**src/rtl/imem_boot_loader.sv**
```systemverilog
// Streams program words into instruction memory over valid/ready, then holds
// the CPU in reset for a few idle cycles before releasing it.
module imem_boot_loader #(
  parameter int DEPTH       = 32,
  parameter int DATA_W      = 32,
  parameter int HOLD_CYCLES = 2,
  localparam int CW         = $clog2(DEPTH + 1)
) (
  input  logic              clk_i,
  input  logic              rst_i,
  input  logic              ld_valid_i,
  output logic              ld_ready_o,
  input  logic [DATA_W-1:0] ld_data_i,
  input  logic              ld_last_i,
  output logic              im_we_o,
  output logic [31:0]       im_addr_o,
  output logic [DATA_W-1:0] im_wdata_o,
  output logic              cpu_rst_o,
  output logic              done_o,
  output logic              err_o,
  output logic [CW-1:0]     word_cnt_o
);

  localparam int HOLD_W = 4;

  typedef enum logic [1:0] {S_LOAD, S_HOLD, S_RUN, S_ERR} state_t;

  state_t              state_q, state_d;
  logic [HOLD_W-1:0]   hold_q, hold_d;
  logic [CW-1:0]       count_q, count_d;
  logic                we_q, we_d;
  logic [31:0]         addr_q, addr_d;
  logic [DATA_W-1:0]   wdata_q, wdata_d;
  logic                cpu_rst_q, cpu_rst_d;
  logic                done_q, done_d;
  logic                err_q, err_d;

  logic xfer;
  logic room;
  logic hold_expired;

  assign xfer         = ld_valid_i && (state_q == S_LOAD);
  assign room         = count_q < CW'(DEPTH);
  assign hold_expired = hold_q == HOLD_W'(HOLD_CYCLES);

  always_ff @(posedge clk_i or negedge rst_i) begin
    if (!rst_i) begin
      state_q   <= S_LOAD;
      hold_q    <= '0;
      count_q   <= '0;
      we_q      <= 1'b0;
      addr_q    <= '0;
      wdata_q   <= '0;
      cpu_rst_q <= 1'b0;
      done_q    <= 1'b0;
      err_q     <= 1'b0;
    end else begin
      state_q   <= state_d;
      hold_q    <= hold_d;
      count_q   <= count_d;
      we_q      <= we_d;
      addr_q    <= addr_d;
      wdata_q   <= wdata_d;
      cpu_rst_q <= cpu_rst_d;
      done_q    <= done_d;
      err_q     <= err_d;
    end
  end

  // Release happens on the edge after the hold counter has reached its target,
  // so cpu_rst_o rises HOLD_CYCLES+1 edges after the last word is accepted.
  always_comb begin
    state_d = state_q;
    hold_d  = hold_q;
    case (state_q)
      S_LOAD: begin
        if (xfer) begin
          if (!room) begin
            state_d = S_ERR;
          end else if (ld_last_i) begin
            state_d = S_HOLD;
          end
        end
      end
      S_HOLD: begin
        if (hold_expired) begin
          state_d = S_RUN;
        end else begin
          hold_d = hold_q + 1'b1;
        end
      end
      default: ;
    endcase
  end

  always_comb begin
    count_d   = count_q;
    we_d      = 1'b0;
    addr_d    = addr_q;
    wdata_d   = wdata_q;
    cpu_rst_d = cpu_rst_q;
    done_d    = done_q;
    err_d     = err_q;
    case (state_q)
      S_LOAD: begin
        if (xfer && room) begin
          we_d    = 1'b1;
          addr_d  = {{(32 - CW - 2){1'b0}}, count_q, 2'b00};
          wdata_d = ld_data_i;
          count_d = count_q + 1'b1;
        end else if (xfer) begin
          err_d = 1'b1;
        end
      end
      S_HOLD: begin
        if (hold_expired) begin
          cpu_rst_d = 1'b1;
          done_d    = 1'b1;
        end
      end
      default: ;
    endcase
  end

  assign ld_ready_o = (state_q == S_LOAD);
  assign im_we_o    = we_q;
  assign im_addr_o  = addr_q;
  assign im_wdata_o = wdata_q;
  assign cpu_rst_o  = cpu_rst_q;
  assign done_o     = done_q;
  assign err_o      = err_q;
  assign word_cnt_o = count_q;

endmodule

```
**config.mk**
```make
export PLATFORM = sky130hd
export DESIGN_NAME = imem_boot_loader
export DESIGN_NICKNAME = d
export VERILOG_FILES = /design/src/rtl/imem_boot_loader.sv
export SDC_FILE = /design/constraint.sdc
export NUM_CORES = 1
export LEC_CHECK = 0
export BUFFER_PORTS_ARGS = -buffer_cell sky130_fd_sc_hd__buf_4
export CORE_ASPECT_RATIO = 0.9
export CORE_MARGIN = 2
export CORE_UTILIZATION = 41
export DETAILED_ROUTE_END_ITERATION = 12
export PLACE_DENSITY = 0.86
export SYNTH_ARGS = -nofsm -noshare
export SYNTH_HDL_FRONTEND = slang
export SYNTH_SLANG_ARGS = --single-unit
```
**constraint.sdc**
```tcl
create_clock -name clk_i -period 1.38 [get_ports clk_i]
set_input_delay 0.138 -clock clk_i [delete_from_list [all_inputs] [get_ports clk_i]]
set_output_delay 0.138 -clock clk_i [all_outputs]
set_load 0.01 [all_outputs]
```
==> run_results.csv, run 1 <==
group,metric,value,unit
cells_and_area,syn_to_final_growth,46.2,%
clock_network,clk_latency,0.30,ns
clock_network,cts_made_buffers,5,
timing,period_needed,1.51,ns
detailed_routing,vias,1523,
floorplan,dieWidth,82.9,um
flow_run,cap_violations,0,
detailed_routing,first_iter_violations,61,
critical_path,reg2reg_to,"im_wdata_o[8]",
detailed_routing,drtAntennaViolNets,0,
critical_path,critPathLaunchType,"flop",
critical_path,critPathMaxFanout,7,
synth,synth_fa_ha_area_frac,0.0163,
synth,async_flop_share,1.00,
placed_design,dp_cells,311,
placed_design,place_area,2970,um2
power,p_leak,1.70,nW
floorplan,core_area,5320,um2
cells_and_area,final_nets,302,
synth,synth_xor_area_frac,0.0261,
cells_and_area,final_cell_mix,"buf_4 (93), dfrtp_1 (52), mux2_4 (34), conb_1 (26)",
timing,tns,-3.91,ns
synth,synth_edf_count,0,
floorplan,fp.dieH,75.1,um
cells_and_area,utilization,0.632,
critical_path,crit_start,"state_q[1]",
timing,worst_slack,-0.130,ns
placed_design,dp_hpwl,3160,um
timing,rsz0062_at_grt,"yes",
outcome,violations,"setup timing",
cells_and_area,ff_latch_area,1330,um2
clock_network,cts.sinks,53,
placed_design,portBuffers,84,
synth,yosysWarnings,0,
clock_network,cts_tree,"yes",
power,vdd_ir_drop_max,0.998,mV
cells_and_area,fin_cells,331,
synth,synth_top_area_frac,0.577,
synth,synth_cell_type_count,25,
detailed_routing,wl,4980,um
global_routing,antenna_found_initial,0,
power,power_density,1970,nW/um2
timing,max_freq,0.662,GHz
floorplan,ios,111,
global_routing,grt_first_pass_wirelength,7220,um
critical_path,worstRegToRegCells,4,
timing,finalSetupViolations,42,
clock_network,cts_buffer_depth,2,
detailed_routing,drtPass1Iterations,4,
detailed_routing,routedWlPerCell,15.0,um
synth,synth_seq_cells,53,
global_routing,grt_pass1_vias,1518,
critical_path,reg2reg_from,"state_q[1]",
synth,synthMuxAreaShare,0.195,
synth,syn_avg_cell_area,14.5,um2
critical_path,criticalPathCategory,"flop to flop",
detailed_routing,via_per_inst,4.60,
critical_path,r2r_slack,-0.13,ns
critical_path,cp_data_required_time,1.56,ns
cells_and_area,multi_input_area,971,um2
synth,synth_simple_gate_area_share,0.0490,
outcome,status,"complete, but fails checks",
synth,synthCells,159,
timing,hold_viol,0,
min_path,min_path_type,"primary input to flop",
critical_path,end_kind,"flop",
synth,synth_area_leaders,"dfrtp_1 (58%), mux2_2 (19%), buf_4 (9.1%)",
critical_path,critPathArrivalTime,1.69,ns
cells_and_area,finalInstanceArea,3360,um2
synth,syn-cell-area,2300,um2
cells_and_area,drive_gt1_frac,0.602,
timing,maxSlewViolCount,0,
floorplan,initial_core_util,0.432,
timing,fin_crit_sh,1.09,
critical_path,worstSetupEndpoint,"im_wdata_o[8]",
clock_network,htree_levels,2,
floorplan,dieArea,6230,um2
synth,yosysTopAreaCell,"dfrtp_1",
floorplan,rows,25,
timing,hold_slack,0.0655,ns
placed_design,gp_congestion,0.737,
global_routing,grt_overflow,0,
global_routing,grt_usage,0.145,
cells_and_area,layout_commonest_cell,"buf_4",
timing,finClkSkew,0.00452,ns
clock_network,root_buffer,"clkbuf_8",
detailed_routing,drc_errors,0,
synth,synth_top_family_by_area,"multiplexers",
synth,ys.flop_type,"dfrtp_1",
global_routing,grt_max_degree,29,
clock_network,clk_pin_slew_worst_paths,0.09,ns
cells_and_area,n_antenna_cell,0,
synth,synth_compound_area_frac,0.0190,
cells_and_area,fill_cells,416,
synth,ys_seq_area_frac,0.577,
-- synth_stat cells, drive strengths merged (2+ instances only) --
master   n
inv      2
dfrtp   53
xnor2    5
nand4    2
mux2    39
nor2     4
nor2b    3
ha       3
buf     32
nor3b    2
nand2    4
-- registers in the layout, indices dropped and copies added (netlist names) --
name        count
hold_q          4
state_q         2
word_cnt_o      6
im_wdata_o     32
done_o          1
im_addr_o       6
im_we_o         1
err_o           1
-- cell type report --
type / instances / share of cell area
sequential: 53 / 0.395
timing repair buffer: 104 / 0.265
clock buffer: 8 / 0.0238
tap: 67 / 0.0249
multi-input combinational: 97 / 0.289
inverter: 2 / 0.00223
-- critical path, cell delays in order (launching register included) --
cell	delay, ns
dfrtp_1	0.41
nor4b_4	0.28
buf_6	0.21
clkbuf_16	0.19
mux2_4	0.30
-- per-layer routing --
layer | GRT usage | part of all wire | up-vias
met2 | 0.245 | 0.48 | 65
met5 | 0 | 0 | -
li1 | - | - | 689
met3 | 0.0581 | 0.075 | 8
met4 | 0.0510 | 0.014 | 0
met1 | 0.173 | 0.43 | 761
-- report_power, final --
group          switching (mW)  internal, mW
logic                    1.10          1.95
clock network           0.458         0.361
registers               0.508          2.24
-- cell families after synthesis --
group	count (synthesis)
flops	53
xor+xnor	6
fa+ha+maj	3
compound gates	5
other cells	1
mux	40
simple gates	17
buf+inv	34
-- stage by stage --
stage | total power, mW | setup WS, ns
after CTS | 6.24 | -0.161
after global routing | 7.07 | -0.164
final | 6.62 | -0.130
after floorplan | 3.97 | -0.0770
after global placement | 5.17 | -0.142
after detailed placement | 5.27 | -0.190
-- what timing repair did --
| item | in CTS | in global routing |
|---|---|---|
| gates resized for setup | 10 | 33 |
| endpoints found under the hold margin | 25 | 0 |
| gates cloned | 0 | 4 |
| pin swaps | 2 | 4 |
| setup endpoints to repair | 43 | 46 |
| hold buffers | 1 | 0 |
| setup buffers | 3 | 4 |
-- worst min path at each step --
stage	start	to	cells past startpoint	slack (ns)
6_report	ld_data_i[17]	im_wdata_o[17]	2	0.07
2_1_floorplan	rst_i	done_o	0	-0.16
3_3_place_gp	rst_i	hold_q[3]	1	0.07
5_1_grt	ld_data_i[26]	im_wdata_o[26]	2	0.05
4_1_cts	ld_data_i[25]	im_wdata_o[25]	2	0.06
3_5_place_dp	rst_i	hold_q[3]	1	0.08
(Power assumes the default switching activity.)
==> run 2, diff against run 1 <==
--- a/config.mk
+++ b/config.mk
@@ -8,9 +8,9 @@
 export BUFFER_PORTS_ARGS = -buffer_cell sky130_fd_sc_hd__buf_4
 export CORE_ASPECT_RATIO = 0.9
 export CORE_MARGIN = 2
-export CORE_UTILIZATION = 41
+export CORE_UTILIZATION = 46
 export DETAILED_ROUTE_END_ITERATION = 12
-export PLACE_DENSITY = 0.86
+export PLACE_DENSITY = 0.91
 export SYNTH_ARGS = -nofsm -noshare
 export SYNTH_HDL_FRONTEND = slang
 export SYNTH_SLANG_ARGS = --single-unit
==> constraint.sdc (replaced) <==
create_clock -name clk_i -period 1.6 [get_ports clk_i]
set_input_delay 0.16 -clock clk_i [delete_from_list [all_inputs] [get_ports clk_i]]
set_output_delay 0.16 -clock clk_i [all_outputs]
set_load 0.01 [all_outputs]
==> run 2 against run 1 <==
Net effect:
- the flow now finishes without violations
- final area fell by 11%
- total power fell by 23%
- sequential share of layout area up 4.8 points
- register-to-register slack better by 0.21 ns
- sequential cell count did not move
- utilization down 1.3 points
- non-clock buffer count is 14 lower
- hold slack improved by 0.023 ns
- critical endpoint is now im_wdata_o[22]
- largest cell class unchanged
- largest power group is now sequential cells
- highest routed layer unchanged
==> run_results.csv, run 2 (synthesized netlist as in run 1, its figures left out) <==
group,metric,value,unit
global_routing,grt_pass1_vias,1512,
clock_network,cts_buffer_depth,2,
placed_design,gp_congestion,0.693,
outcome,status,"completed",
detailed_routing,vias,1432,
cells_and_area,multi_input_area,810,um2
critical_path,critPathArrivalTime,1.70,ns
critical_path,cpPeakStageDelay,0.42,ns
placed_design,dp_hpwl,2990,um
power,pwr-share-seq,0.456,
min_path,min_path_type,"primary input to flop",
power,power_density,1710,nW/um2
critical_path,criticalPathCategory,"flop to flop",
timing,finClkSkew,0.00477,ns
detailed_routing,drtPass1Iterations,3,
clock_network,clk_latency,0.30,ns
clock_network,cts_tree,"yes",
floorplan,ios,111,
clock_network,htree_levels,2,
power,p_leak,1.49,nW
global_routing,grt_max_degree,54,
detailed_routing,drc_errors,0,
timing,relSlewSlack,0.567,
timing,maxSlewViolCount,0,
global_routing,grt_first_pass_wirelength,6870,um
critical_path,cp_data_required_time,1.79,ns
critical_path,critPathMaxFanout,35,
placed_design,dp_cells,306,
critical_path,critPathLaunchType,"flop",
detailed_routing,via_per_inst,4.55,
cells_and_area,final_cell_mix,"buf_4 (88), dfrtp_1 (53), mux2_2 (39), conb_1 (26), clkbuf_8 (5)",
critical_path,r2r_slack,0.08,ns
critical_path,end_kind,"flop",
clock_network,clk_pin_slew_worst_paths,0.09,ns
detailed_routing,wl,4070,um
timing,tns,0,ns
power,p_comb_frac,0.408,
floorplan,initial_core_util,0.476,
power,vdd_ir_drop_max,0.933,mV
clock_network,cts_made_buffers,5,
floorplan,rows,24,
critical_path,crit_slowest_cell,"dfrtp_1",
flow_run,cap_violations,0,
timing,max_freq,0.659,GHz
cells_and_area,fill_cells,379,
cells_and_area,n_antenna_cell,0,
global_routing,grt_usage,0.156,
clock_network,cts_setup_buffers,0,
clock_network,root_buffer,"clkbuf_8",
cells_and_area,ff_latch_area,1330,um2
timing,hold_viol,0,
cells_and_area,syn_to_final_growth,30.3,%
global_routing,antenna_found_initial,0,
power,p_sw,1.62,mW
timing,period_needed,1.52,ns
clock_network,cts.sinks,53,
timing,hold_slack,0.0884,ns
power,p_clk_frac,0.137,
detailed_routing,routedWlPerCell,12.9,um
clock_network,hold_buffers,1,
power,p_int,3.50,mW
power,switching_share,0.317,
detailed_routing,drtAntennaViolNets,0,
cells_and_area,layout_commonest_cell,"buf_4",
cells_and_area,largest_register_ffs,32,
floorplan,fp.dieH,71.1,um
placed_design,portBuffers,84,
cells_and_area,drive_gt1_frac,0.548,
timing,tightest_slew,0.650,ns
cells_and_area,final_nets,288,
global_routing,grt_overflow,0,
floorplan,dieArea,5580,um2
timing,rsz0062_at_grt,"no",
floorplan,core_area,4830,um2
timing,fin_crit_sh,0.948,
cells_and_area,fin_cells,315,
timing,finalSetupViolations,0,
clock_network,cts_resized,0,
detailed_routing,first_iter_violations,38,
critical_path,path_cells,"nor4b_4, buf_12, mux2_2",
floorplan,dieWidth,78.5,um
==> run 2: cell types whose count changed in the layout (fill, tap and decap cells not counted), sizes merged <==
cell / delta
buf: -11
clkbuf: -3
==> run 2: path summary, 6_finish.rpt <==
| check | to | from | depth (start not counted) |
|---|---|---|---|
| setup / recovery | im_wdata_o[22] | word_cnt_o[5] | 3 |
| hold / removal | im_wdata_o[20] | ld_data_i[20] | 2 |
| hold reg to reg | hold_q[3] | hold_q[3] | 1 |
| min in group asynchronous | im_addr_o[7] | rst_i | 2 |
| setup reg to reg | im_wdata_o[22] | word_cnt_o[5] | 3 |
| max in group asynchronous | hold_q[0] | rst_i | 2 |
==> run 2: power groups by stage <==
stage / clock [mW] / combinational, mW / sequential, mW
after floorplan: 0 / 0.848 / 2.55
after global placement: 0 / 2.06 / 2.33
after detailed placement: 0 / 2.12 / 2.35
after CTS: 0.739 / 2.12 / 2.33
after global routing: 0.797 / 2.26 / 2.42
final: 0.701 / 2.09 / 2.33
==> run 2: worst max-delay path: cells and delay by family (launching register included) <==
kind,cells,cell delay [ns]
AND/OR/NAND/NOR,1,0.36
multiplexers,1,0.36
buffers and inverters,1,0.25
flip-flops,1,0.42
==> run 2: cell type report <==
type                    instances  area share
clock buffers                   8      0.0267
inverters                       2     0.00251
multi-input cells              97       0.270
flip-flops and latches         53       0.443
well taps                      65      0.0272
repair buffers                 90       0.231
==> run 2: per-layer routing <==
metal / routed length [um] / global-route usage / vias up
met2: 1950 / 0.265 / 70
met1: 1680 / 0.182 / 696
met3: 402 / 0.0574 / 5
li1: - / - / 661
met4: 44 / 0.0585 / 0
met5: 0 / 0 / -
==> run 2: stage by stage <==
stage	cell area, um2	setup WS, ns	util	power [mW]
6_report	3000	0.0825	0.620	5.12
5_1_grt	3000	0.00775	0.620	5.47
4_1_cts	3000	0.0805	0.620	5.20
3_5_place_dp	2910	0.0923	0.601	4.47
3_3_place_gp	2910	0.131	0.601	4.38
2_1_floorplan	2390	0.0865	-	3.40
==> run 3, diff against run 2 <==
--- a/config.mk
+++ b/config.mk
@@ -10,7 +10,7 @@
 export CORE_MARGIN = 2
 export CORE_UTILIZATION = 46
 export DETAILED_ROUTE_END_ITERATION = 12
-export PLACE_DENSITY = 0.91
+export PLACE_DENSITY_LB_ADDON = 0.25
 export SYNTH_ARGS = -nofsm -noshare
 export SYNTH_HDL_FRONTEND = slang
 export SYNTH_SLANG_ARGS = --single-unit
==> run 3 against run 2 <==
Net effect:
- wire length is 2.4% higher
- clock-buffer cell count is 1 lower
- utilization is 0.44 points higher
- die area stayed put
- register-to-register slack hardly changed
- clock power is 5.0% higher
- maximum frequency is 0.19% lower
- hold slack worse by 0.0016 ns
- first-iteration DRC count is 18% higher
- critical endpoint is now im_wdata_o[1]
- largest cell class unchanged
- largest power group unchanged
==> run_results.csv, run 3 (synthesized netlist as in run 1, its figures left out) <==
group,metric,value,unit
global_routing,grt_usage,0.156,
clock_network,root_buffer,"clkbuf_8",
detailed_routing,vias,1444,
timing,tns,0,ns
power,switching_share,0.316,
placed_design,gp_congestion,0.685,
timing,rsz0062_at_grt,"no",
timing,hold_viol,0,
timing,period_needed,1.52,ns
power,power.total,5.19,mW
floorplan,dieArea,5580,um2
cells_and_area,ff_latch_area,1330,um2
cells_and_area,final_nets,290,
floorplan,core_area,4830,um2
cells_and_area,largest_register_ffs,32,
detailed_routing,via_per_inst,4.57,
power,p_comb_frac,0.412,
global_routing,grt_max_degree,54,
power,pwr-share-seq,0.446,
clock_network,hold_buffers,1,
detailed_routing,wl,4170,um
timing,finalSetupViolations,0,
placed_design,dp_hpwl,3110,um
floorplan,ios,111,
critical_path,end_kind,"flop",
critical_path,critPathMaxFanout,13,
cells_and_area,n_antenna_cell,0,
power,p_sw,1.64,mW
timing,relSlewSlack,0.566,
power,vdd_ir_drop_max,1.01,mV
floorplan,initial_core_util,0.476,
detailed_routing,first_iter_violations,45,
critical_path,crit_start,"word_cnt_o[5]",
min_path,hold_path.startpoint,"ld_data_i[5]",
power,p_int,3.55,mW
critical_path,reg2reg_from,"word_cnt_o[5]",
cells_and_area,fill_cells,386,
global_routing,grt_pass1_vias,1435,
cells_and_area,utilization,0.624,
clock_network,cts.sinks,53,
min_path,min_path_type,"primary input to flop",
clock_network,cts_buffer_depth,2,
clock_network,htree_levels,2,
timing,fin_crit_sh,0.950,
clock_network,cts_setup_buffers,0,
cells_and_area,layout_commonest_cell,"buf_4",
timing,tightest_slew,0.650,ns
power,p_leak,1.51,nW
detailed_routing,drc_errors,0,
cells_and_area,syn_to_final_growth,31.2,%
global_routing,antenna_found_initial,0,
cells_and_area,multi_input_area,810,um2
global_routing,grt_first_pass_wirelength,6670,um
timing,maxSlewViolCount,0,
clock_network,cts_resized,0,
critical_path,cp_data_required_time,1.78,ns
placed_design,portBuffers,84,
detailed_routing,drtAntennaViolNets,0,
clock_network,cts_made_buffers,5,
clock_network,cts_tree,"yes",
detailed_routing,routedWlPerCell,13.2,um
clock_network,clk_pin_slew_worst_paths,0.08,ns
floorplan,dieWidth,78.5,um
power,p_clk_frac,0.142,
outcome,status,"completed",
power,power_density,1720,nW/um2
critical_path,criticalPathCategory,"flop to flop",
critical_path,critPathArrivalTime,1.70,ns
flow_run,cap_violations,0,
global_routing,grt_overflow,0,
detailed_routing,drtPass1Iterations,4,
timing,finClkSkew,0.00499,ns
timing,max_freq,0.658,GHz
cells_and_area,final_cell_mix,"buf_4 (90), dfrtp_1 (53), mux2_2 (39), conb_1 (26), clkbuf_8 (6)",
floorplan,rows,24,
cells_and_area,drive_gt1_frac,0.558,
clock_network,clk_latency,0.30,ns
floorplan,fp.dieH,71.1,um
critical_path,critPathLaunchType,"flop",
-- run 3: cell types whose count changed in the layout (fill, tap and decap cells not counted), sizes merged --
cell	before	now
clkbuf	8	7
buf	89	91
-- run 3: per-stage QoR --
stage	hold WS, ns	setup slack (ns)	instances	area, um2
2_1_floorplan	-0.136	0.0865	184	2390
5_1_grt	0.0726	0.0189	316	3020
3_5_place_dp	0.238	0.0766	308	2920
6_report	0.0868	0.0796	316	3020
3_3_place_gp	0.241	0.106	308	2920
4_1_cts	0.0772	0.0719	316	3020
-- run 3: per-layer routing --
metal | up-vias | GRT usage | part of all wire
li1 | 671 | - | -
met1 | 700 | 0.188 | 0.40
met2 | 64 | 0.253 | 0.52
met3 | 9 | 0.0510 | 0.067
met4 | 0 | 0.0760 | 0.019
met5 | - | 0 | 0
-- run 3: area by class of cell --
| class | count | share of cell area |
|---|---|---|
| inverters | 2 | 0.00249 |
| repair buffers | 92 | 0.234 |
| clock buffers | 7 | 0.0286 |
| flip-flops and latches | 53 | 0.440 |
| well taps | 65 | 0.0270 |
| multi-input cells | 97 | 0.268 |
-- run 3: power groups by stage --
stage                     combinational (mW)  clock (mW)  sequential, mW
after floorplan                        0.848           0            2.55
after global placement                  2.13           0            2.33
after detailed placement                2.17           0            2.35
after CTS                               2.18       0.768            2.33
after global routing                    2.32       0.812            2.41
final                                   2.14       0.736            2.32
-- run 3: worst paths after layout --
path / end / slack, ns / cells after the start
hold reg to reg: err_o / 0.47 / 1
max in group asynchronous: im_we_o / 0.72 / 2
min in group asynchronous: im_wdata_o[13] / 0.44 / 2
setup reg to reg: im_wdata_o[1] / 0.08 / 3
setup / recovery: im_wdata_o[1] / 0.08 / 3
hold / removal: im_wdata_o[5] / 0.09 / 2
-- run 3: critical path: stages (launching register included) --
cell     delay [ns]
dfrtp_1        0.41
nor4b_4        0.35
buf_4          0.28
mux2_2         0.36
